`config.mk`:
```
export PLATFORM = sky130hd
export DESIGN_NAME = branch_predictor
export DESIGN_NICKNAME = d
export VERILOG_FILES = /design/src/rtl/branch_predictor_pkg.sv /design/src/rtl/branch_predictor_sat_counter_array.sv /design/src/rtl/branch_predictor.sv
export SDC_FILE = /design/constraint.sdc
export NUM_CORES = 2
export LEC_CHECK = 0
export CORE_ASPECT_RATIO = 1.5
export CORE_MARGIN = 1.5
export CORE_UTILIZATION = 40
export CTS_CLUSTER_SIZE = 14
export DETAILED_ROUTE_END_ITERATION = 7
export SLEW_MARGIN = 20
export SYNTH_ARGS = -nofsm -noshare
export SYNTH_HDL_FRONTEND = slang
export SYNTH_SLANG_ARGS = --single-unit
```
`constraint.sdc`:
```
create_clock -name clk -period 13.5 [get_ports clk]
set_clock_uncertainty 0.15 [all_clocks]
set_input_delay 4.05 -clock clk [delete_from_list [all_inputs] [get_ports clk]]
set_output_delay 4.05 -clock clk [all_outputs]
set_load 0.1 [all_outputs]
```
`src/rtl/branch_predictor_pkg.sv`:
```
// Shared types and helpers for the BTB: counter encodings, saturating arithmetic
// and PC index/tag slicing.
package branch_predictor_pkg;

  localparam int unsigned PC_MAX_W  = 64;
  localparam int unsigned CTR_MAX_W = 8;

  typedef logic [CTR_MAX_W-1:0] ctr_wide_t;
  typedef logic [PC_MAX_W-1:0]  pc_wide_t;

  typedef enum logic [1:0] {
    CTR_INC,
    CTR_DEC,
    CTR_SET_STRONG,
    CTR_SET_WEAK_T
  } ctr_op_t;

  // Counter encodings for a counter of the given width.
  function automatic ctr_wide_t ctr_strong_t(input int unsigned bits);
    return (ctr_wide_t'(1) << bits) - ctr_wide_t'(1);
  endfunction

  function automatic ctr_wide_t ctr_weak_t(input int unsigned bits);
    return ctr_wide_t'(1) << (bits - 1);
  endfunction

  function automatic ctr_wide_t ctr_weak_nt(input int unsigned bits);
    return ctr_strong_t(bits) >> 1;
  endfunction

  function automatic ctr_wide_t ctr_strong_nt();
    return '0;
  endfunction

  function automatic ctr_wide_t ctr_sat_inc(input ctr_wide_t c, input int unsigned bits);
    return (c == ctr_strong_t(bits)) ? c : c + ctr_wide_t'(1);
  endfunction

  function automatic ctr_wide_t ctr_sat_dec(input ctr_wide_t c);
    return (c == ctr_strong_nt()) ? c : c - ctr_wide_t'(1);
  endfunction

  // Word-aligned PC split: index above the byte offset, tag above the index.
  function automatic pc_wide_t pc_index(input pc_wide_t pc, input int unsigned idx_bits);
    return (pc >> 2) & ((pc_wide_t'(1) << idx_bits) - pc_wide_t'(1));
  endfunction

  function automatic pc_wide_t pc_tag(input pc_wide_t pc, input int unsigned idx_bits);
    return pc >> (idx_bits + 2);
  endfunction

endpackage

```
`src/rtl/branch_predictor_sat_counter_array.sv`:
```
// Array of saturating direction counters: one combinational read port returning
// the taken bit, one synchronous update port.
module branch_predictor_sat_counter_array
  import branch_predictor_pkg::*;
#(
  parameter int unsigned ENTRIES  = 16,
  parameter int unsigned CTR_BITS = 2,
  parameter int unsigned IDX      = $clog2(ENTRIES)
) (
  input  logic           clk,
  input  logic           reset,
  input  logic [IDX-1:0] rd_idx,
  output logic           rd_taken,
  input  logic           wr_en,
  input  logic [IDX-1:0] wr_idx,
  input  ctr_op_t        wr_op
);

  logic [CTR_BITS-1:0] ctrs [ENTRIES];
  ctr_wide_t           cur_ctr;
  ctr_wide_t           next_ctr;

  assign rd_taken = ctrs[rd_idx][CTR_BITS-1];
  assign cur_ctr  = CTR_MAX_W'(ctrs[wr_idx]);

  always_comb begin
    next_ctr = cur_ctr;
    case (wr_op)
      CTR_INC:        next_ctr = ctr_sat_inc(cur_ctr, CTR_BITS);
      CTR_DEC:        next_ctr = ctr_sat_dec(cur_ctr);
      CTR_SET_STRONG: next_ctr = ctr_strong_t(CTR_BITS);
      CTR_SET_WEAK_T: next_ctr = ctr_weak_t(CTR_BITS);
      default:        next_ctr = cur_ctr;
    endcase
  end

  // Counters come out of reset weakly not-taken.
  always_ff @(posedge clk or negedge reset) begin
    if (!reset) begin
      for (int i = 0; i < int'(ENTRIES); i++) ctrs[i] <= CTR_BITS'(ctr_weak_nt(CTR_BITS));
    end else if (wr_en) begin
      ctrs[wr_idx] <= CTR_BITS'(next_ctr);
    end
  end

endmodule

```
`src/rtl/branch_predictor.sv`:
```
// Direct-mapped BTB with saturating direction counters: same-cycle prediction for
// Fetch, update and mispredict detection from Memory.
module branch_predictor
  import branch_predictor_pkg::*;
#(
  parameter int unsigned XLEN     = 32,
  parameter int unsigned ENTRIES  = 16,
  parameter int unsigned CTR_BITS = 2
) (
  input  logic            clk,
  input  logic            reset,
  input  logic [XLEN-1:0] pcF,
  output logic            predtakenF,
  output logic [XLEN-1:0] predtargetF,
  input  logic            invalidate,
  input  logic            updateM,
  input  logic [XLEN-1:0] pcM,
  input  logic            takenM,
  input  logic            uncondM,
  input  logic [XLEN-1:0] targetM,
  input  logic            predtakenM,
  input  logic [XLEN-1:0] predtargetM,
  output logic            mispredictM,
  output logic [XLEN-1:0] redirectpcM,
  output logic [31:0]     mispredcount
);

  localparam int unsigned IDX   = $clog2(ENTRIES);
  localparam int unsigned TAG_W = XLEN - IDX - 2;

  logic [ENTRIES-1:0] valid;
  logic [TAG_W-1:0]   tags    [ENTRIES];
  logic [XLEN-1:0]    targets [ENTRIES];

  logic [IDX-1:0]   idx_f, idx_m;
  logic [TAG_W-1:0] tag_f, tag_m;
  logic             hit_f, hit_m, ctr_taken_f, ctr_we;
  ctr_op_t          ctr_op;

  assign idx_f = IDX'(pc_index(PC_MAX_W'(pcF), IDX));
  assign tag_f = TAG_W'(pc_tag(PC_MAX_W'(pcF), IDX));
  assign idx_m = IDX'(pc_index(PC_MAX_W'(pcM), IDX));
  assign tag_m = TAG_W'(pc_tag(PC_MAX_W'(pcM), IDX));

  assign hit_f = valid[idx_f] & (tags[idx_f] == tag_f);
  assign hit_m = valid[idx_m] & (tags[idx_m] == tag_m);

  assign predtakenF  = hit_f & ctr_taken_f;
  assign predtargetF = predtakenF ? targets[idx_f] : pcF + XLEN'(4);

  assign mispredictM = updateM & ((predtakenM != takenM) | (takenM & (predtargetM != targetM)));
  assign redirectpcM = takenM ? targetM : pcM + XLEN'(4);

  // Hits train the counter; taken misses allocate; invalidate drops the update.
  always_comb begin
    ctr_we = updateM & ~invalidate & (hit_m | takenM);
    ctr_op = CTR_INC;
    if (uncondM)      ctr_op = CTR_SET_STRONG;
    else if (!hit_m)  ctr_op = CTR_SET_WEAK_T;
    else if (!takenM) ctr_op = CTR_DEC;
  end

  branch_predictor_sat_counter_array #(
    .ENTRIES  (ENTRIES),
    .CTR_BITS (CTR_BITS),
    .IDX      (IDX)
  ) u_sat_counter_array (
    .clk      (clk),
    .reset    (reset),
    .rd_idx   (idx_f),
    .rd_taken (ctr_taken_f),
    .wr_en    (ctr_we),
    .wr_idx   (idx_m),
    .wr_op    (ctr_op)
  );

  always_ff @(posedge clk or negedge reset) begin
    if (!reset) begin
      valid <= '0;
      for (int i = 0; i < int'(ENTRIES); i++) begin
        tags[i]    <= '0;
        targets[i] <= '0;
      end
    end else if (invalidate) begin
      valid <= '0;
    end else if (updateM && takenM) begin
      if (!hit_m) begin
        valid[idx_m] <= 1'b1;
        tags[idx_m]  <= tag_m;
      end
      targets[idx_m] <= targetM;
    end
  end

  always_ff @(posedge clk or negedge reset) begin
    if (!reset) begin
      mispredcount <= '0;
    end else if (mispredictM && (mispredcount != 32'hFFFF_FFFF)) begin
      mispredcount <= mispredcount + 32'd1;
    end
  end

endmodule

```
Word level (Yosys, flattened, before mapping)
Index checks and enable logic that the tools add are counted.

operators by class
  multiply operators = 0
  divide/modulo/power cells = 0
  muxes and demuxes = 41
  shift-type cells = 0
  eq/ne operators = 10
  add/sub/neg operators = 5
  $lt $le $gt $ge = 6
  reductions and logical operators = 10
  bitwise gates (word level) = 14

operator list
  kind                                                         number
  bitwise mux 512 bit                                          1
  bitwise mux 416 bit                                          1
  binary-select mux 26 bit (select 4 bit)                      2
  two-way mux 32 bit                                           5
  two-way mux 26 bit                                           5
  binary-select mux 32 bit (select 4 bit)                      1
  demux 32 bit (select 4 bit)                                  1
  demux 26 bit (select 4 bit)                                  1
  adder 32 x 3 -> 32 bit (second input constant)               2
  equality test 26 bit                                         2
  two-way mux 16 bit                                           3
  adder 32 x 1 -> 32 bit (second input constant)               1
  bitwise mux 32 bit                                           1
  != test 32 bit                                               1
  != test 32 bit (second input constant)                       1
  two-way mux 2 bit                                            9
  binary-select mux 2 bit (select 4 bit)                       2
  bitwise OR 16 bit                                            1
  >= comparator 5 bit (second input constant)                  2
  less-than comparator 4 x 5 -> 1 bit (second input constant)  2
  NOT 4 -> 5 bit                                               2
  binary-select mux 1 bit (select 4 bit)                       2
  demux 2 bit (select 4 bit)                                   1
  zero test 8 bit                                              1
  19 further kinds                                             36

storage, ports and cells
  bits in read-only memories = 0
  bits in latches = 0
  bits in writable memories = 0
  bits of input ports = 135
  memories = 0
  logic and storage cells = 136
  register bits = 1008

Depth between registers and ports, before layout
  depth in word-level cells = 11
  mapped depth = 17
  gate-level depth less buffers = 10

By module
From an unflattened synthesis, not the netlist that was laid out.

second synthesis, totals
  cells, all modules = 3636
  area, all modules = 53481.3 um2

modules (own cells, without submodules)
  module                              instances  area each (um2)  seq. area each (um2)  cells each
  branch_predictor                    1          51563.2          24423.4               3482
  branch_predictor_sat_counter_array  1          1918.1           820.8                 154

Worst setup path after synthesis
OpenSTA, ideal clock, no wires.

  path kind = input-to-output
  from = input pcF[3]
  to = output predtargetF[2]
  setup slack = 0.252 ns
  required time = 9.300 ns
  stages on the path = 11
  data arrival time = 9.048 ns
  cells stage by stage = clkbuf_1 -> clkbuf_1 -> clkbuf_1 -> clkbuf_1 -> mux4_2 -> mux4_2 -> xnor2_1 -> nand4_1 -> nor4_4 -> buf_2 -> o21ai_0

between the ends
  cells in the longest elaborated chain, start to end = 8
  elaborated cells on any way between the ends = 16
  classes of those cells = 1 x eq/ne; 12 x mux; 3 x bitwise

ends and longest elaborated chain
  element                                                RTL line                                                          text
  start: declaration                                     branch_predictor.sv:12                                            input logic [XLEN-1:0] pcF,
  NOT 4 -> 5 bit (implied by the code)                   branch_predictor_sat_counter_array.sv:23, branch_predictor.sv:45
  binary-select mux 26 bit (select 4 bit)                branch_predictor.sv:45                                            assign hit_f = valid[idx_f] & (tags[idx_f] == tag_f);
  two-way mux 26 bit (implied by the code) (2 in a row)  branch_predictor.sv:45
  equality test 26 bit                                   branch_predictor.sv:45
  AND 1 bit                                              branch_predictor.sv:45
  AND 1 bit *                                            branch_predictor.sv:48                                            assign predtakenF = hit_f & ctr_taken_f;
  named net predtakenF                                   branch_predictor.sv:13                                            output logic predtakenF,
  two-way mux 32 bit *                                   branch_predictor.sv:49                                            assign predtargetF = predtakenF ? targets[idx_f] : pcF + XLEN'(4);
  end: declaration                                       branch_predictor.sv:14                                            output logic [XLEN-1:0] predtargetF,

The timed path passes the listed nets; every way through them passes the cells marked *. The select of a mux whose other input is x is not followed.

Worst setup path in the final report
  from = input pcF[2]
  to = output predtargetF[3]

between the ends
  cells in the longest elaborated chain, start to end = 8
  elaborated cells on any way between the ends = 17
  classes of those cells = 1 x add/sub; 1 x eq/ne; 12 x mux; 3 x bitwise

ends and longest elaborated chain
  element                                                RTL line
  NOT 4 -> 5 bit (implied by the code)                   branch_predictor_sat_counter_array.sv:23, branch_predictor.sv:45, branch_predictor.sv:49
  binary-select mux 26 bit (select 4 bit)                branch_predictor.sv:45
  two-way mux 26 bit (implied by the code) (2 in a row)  branch_predictor.sv:45
  equality test 26 bit                                   branch_predictor.sv:45
  AND 1 bit                                              branch_predictor.sv:45
  AND 1 bit                                              branch_predictor.sv:48
  two-way mux 32 bit *                                   branch_predictor.sv:49

Mark *: on every way between the ends. The rest lies on a longest branch, timed or not. The select of a mux whose other input is x is not followed.

==> metrics.yaml <==
outcome: "complete, no violations"
max_slew.worst_pin.slew_ns: 1.18
ys_seq_area_frac: 0.473
fmaxAchievable_ghz: 0.0797
multi_input_area_mm2: 0.0263
period_share: 0.930
crit_path_max_fanout: 59
final_cells: 5685
dr_wl_met3_um: 11000
antenna_violations_before_repair: 16
syn-num-nets: 3917
synthArstFlopShare: 1.00
required_time_at_the_worst_slack_endpoint_ns: 9.30
final.hold.worst_slack_ns: 0.324
die-height_um: 450
clkSinkCount: 1008
syn_area_mm2: 0.0533
place_congestion: 0.917
setup.worst_path.end_class: "primary output"
slew_headroom: 0.208
pin_count_of_the_biggest_net_entering_global_routing: 163
reg2reg_from: "tags[147]$_DFFE_PN0P_"
nets: 4011
detailedPlace.worstSlack_ns: 0.938
shortest_clock_period_the_worst_path_allows_after_layout_ns: 12.55
synth_warnings: 0
port_buffers: 232
flop_and_latch_count_out_of_synthesis: 1008
timing_hold_violations_final: 0
grt_pass1_wl_um: 254000
clock_latency_ns: 0.75
fin_ws_ns: 0.949
timing.critical_path.from_type: "primary input"
post_cts_resize_count: 0
worst-r2r-setup-slack_ns: 8.64
cts_tree: "done"
synthesis.instances: 3776
clk_slew_on_worst_s_h_paths_ns: 0.06
met2WireLength_um: 87100
first_global_vias: 35300
power.total_mw: 8.34
ctsLongestPathBuffers: 3
dp_hpwl_um: 112000
worst_hold_path_startpoint: "targets[68]$_DFFE_PN0P_"
netlist-cell-type-count: 77
grt_remaining_overflow: 0
area_growth_pct: 14.4
rsz0062_at_grt: "no"
min_to: "targets[68]$_DFFE_PN0P_"
initial_utilization: 0.404
power_leakage_nw: 27.0
fillCellCount: 11700
detail_route.iter0.violations: 2803
all_layer_gr_usage: 0.259
drt_drc_violations_left: 0
max-cap-violations: 0
synth_ff_type: "dfrtp_1"
hold_path_depth: 2
drt-pass1-iter-count: 5
post-cts-setup-buffers: 0
reg2reg_to: "tags[383]$_DFFE_PN0P_"
fp-row-count: 163
storage_cell_area_mm2: 0.0252
drt_wl_total_um: 174000
syn-mean-instance-area_um2: 14.1
place_inst: 5496
avgRoutedWirePerCell_um: 30.6
m1_wire_length_um: 67300
total_die_area_mm2: 0.136
pwr_density_cell_mw_per_mm2: 137
htreeDepth: 3
worstHoldPathType: "register to register"
chipWidth_um: 301
yosys.area.top_type: "dfrtp_1"
post_route_antenna_net_violation_count: 0
most-common-layout-cells: "dfrtp_1, mux2_2, mux4_2, nand2_1, mux2_4"
ctsRootBufferMaster: "clkbuf_16"
ctsHoldBuffers: 0
synth_enable_flop_cells: 0
core_area_mm2: 0.132
vias_after_detailed_routing: 34000
timing.setup.tns_ns: 0
data_arrival_time_of_the_critical_path_ns: 8.35
peakVddDrop_v: 0.000146
floorplan.io_pins: 233
layout_commonest_cell: "dfrtp_1"
final-max-slew-violation-count: 0
maxUsedRoutingLayer: "met5"
cts_buffers: 104
yosys-top-cells-area: "dfrtp_1, mux4_2, mux2_2, mux2_4, nand2_1"
timing.setup.critical_path_class: "primary input to primary output"
avgViaCountPerCell: 5.98
reg2regPathDepth: 10
fraction_of_final_layout_cells_sized_beyond_drive_strength_1: 0.417
synth_top_area_frac: 0.466
setup_violations: 0
## routing by layer
metal	vias to the layer above	global-route usage
met5	-	0
met4	12	0.119
met3	372	0.0432
met2	1264	0.438
met1	18200	0.322
li1	14100	-
## logic make-up after synthesis
| family | after synthesis | synth area share |
|---|---|---|
| xor gates and xnor gates | 164 | 0.0269 |
| buffers and inverters | 384 | 0.0349 |
| adders and majority gates | 7 | 0.00160 |
| muxes | 1342 | 0.377 |
| DFF | 1008 | 0.473 |
| AOI/OAI and AO/OA | 224 | 0.0272 |
| and+or+nand+nor | 647 | 0.0585 |
## sequential cells by signal (all words and copies together), names as in the netlist
register	count
mispredcount	32
u_sat_counter_array.ctrs	32
tags	416
targets	512
valid	16
## Yosys cell counts (9+ instances only)
library cell and n:
and2_1 17, a22oi_1 13, nor2b_1 11, o22ai_1 18
a21o_1 18, buf_2 33, nor2_1 82, mux2_1 25
mux4_2 390, nand4_1 31, buf_4 25, nor2_8 10
a21oi_1 15, buf_1 27, xnor2_1 95, o31a_1 15
inv_1 28, nor3_1 21, dfstp_2 16, o21ai_1 11
clkbuf_1 234, o21ai_0 72, nand2_1 345, nor4_1 15
and3_1 9, xor2_1 69, mux2_4 190, buf_6 31
nand3_1 57, mux2i_1 78, mux2_2 659, dfrtp_1 992
and4_1 9, a31oi_1 17
## cell type report
| class | count | area share |
|---|---|---|
| multi-input combinational | 2384 | 0.431 |
| sequential | 1008 | 0.414 |
| clock inverter | 36 | 0.00790 |
| antenna | 3 | 0.000123 |
| timing repair buffer | 342 | 0.0594 |
| tap | 1732 | 0.0355 |
| inverter | 30 | 0.00185 |
| clock buffer | 150 | 0.0501 |
## through the flow
stage / util / cell area [um^2]
floorplan: - / 53300
global placement: 0.435 / 57400
detailed placement: 0.435 / 57400
CTS: 0.462 / 61000
global route: 0.462 / 61000
finish: 0.462 / 61000
## how the worst max path moves through the flow
stage,startpoint,endpoint,depth (start not counted),slack [ns]
6_report,pcF[2],predtargetF[3],11,0.95
5_1_grt,pcF[2],predtargetF[3],11,0.82
4_1_cts,pcF[2],predtargetF[3],11,0.92
3_5_place_dp,pcF[2],predtargetF[3],11,0.94
3_3_place_gp,pcF[2],predtargetF[3],11,0.96
2_1_floorplan,pcF[3],predtargetF[2],11,0.25
## worst max-delay path, stage by stage
cell and delay [ns]:
buf_8 0.35, buf_12 0.30, mux4_2 0.55, mux4_2 0.49, xnor2_1 0.44, nand4_1 0.18
or3_1 0.52, nor4_4 0.39, buf_12 0.33, mux2_1 0.41, buf_12 0.18
## report_power, final
group	internal [mW]	total, mW	switching [mW]
Sequential	3.43	3.70	0.270
Combinational	0.811	1.63	0.821
Clock	1.74	3.02	1.27
No activity file was read; power rests on OpenSTA's default activity.
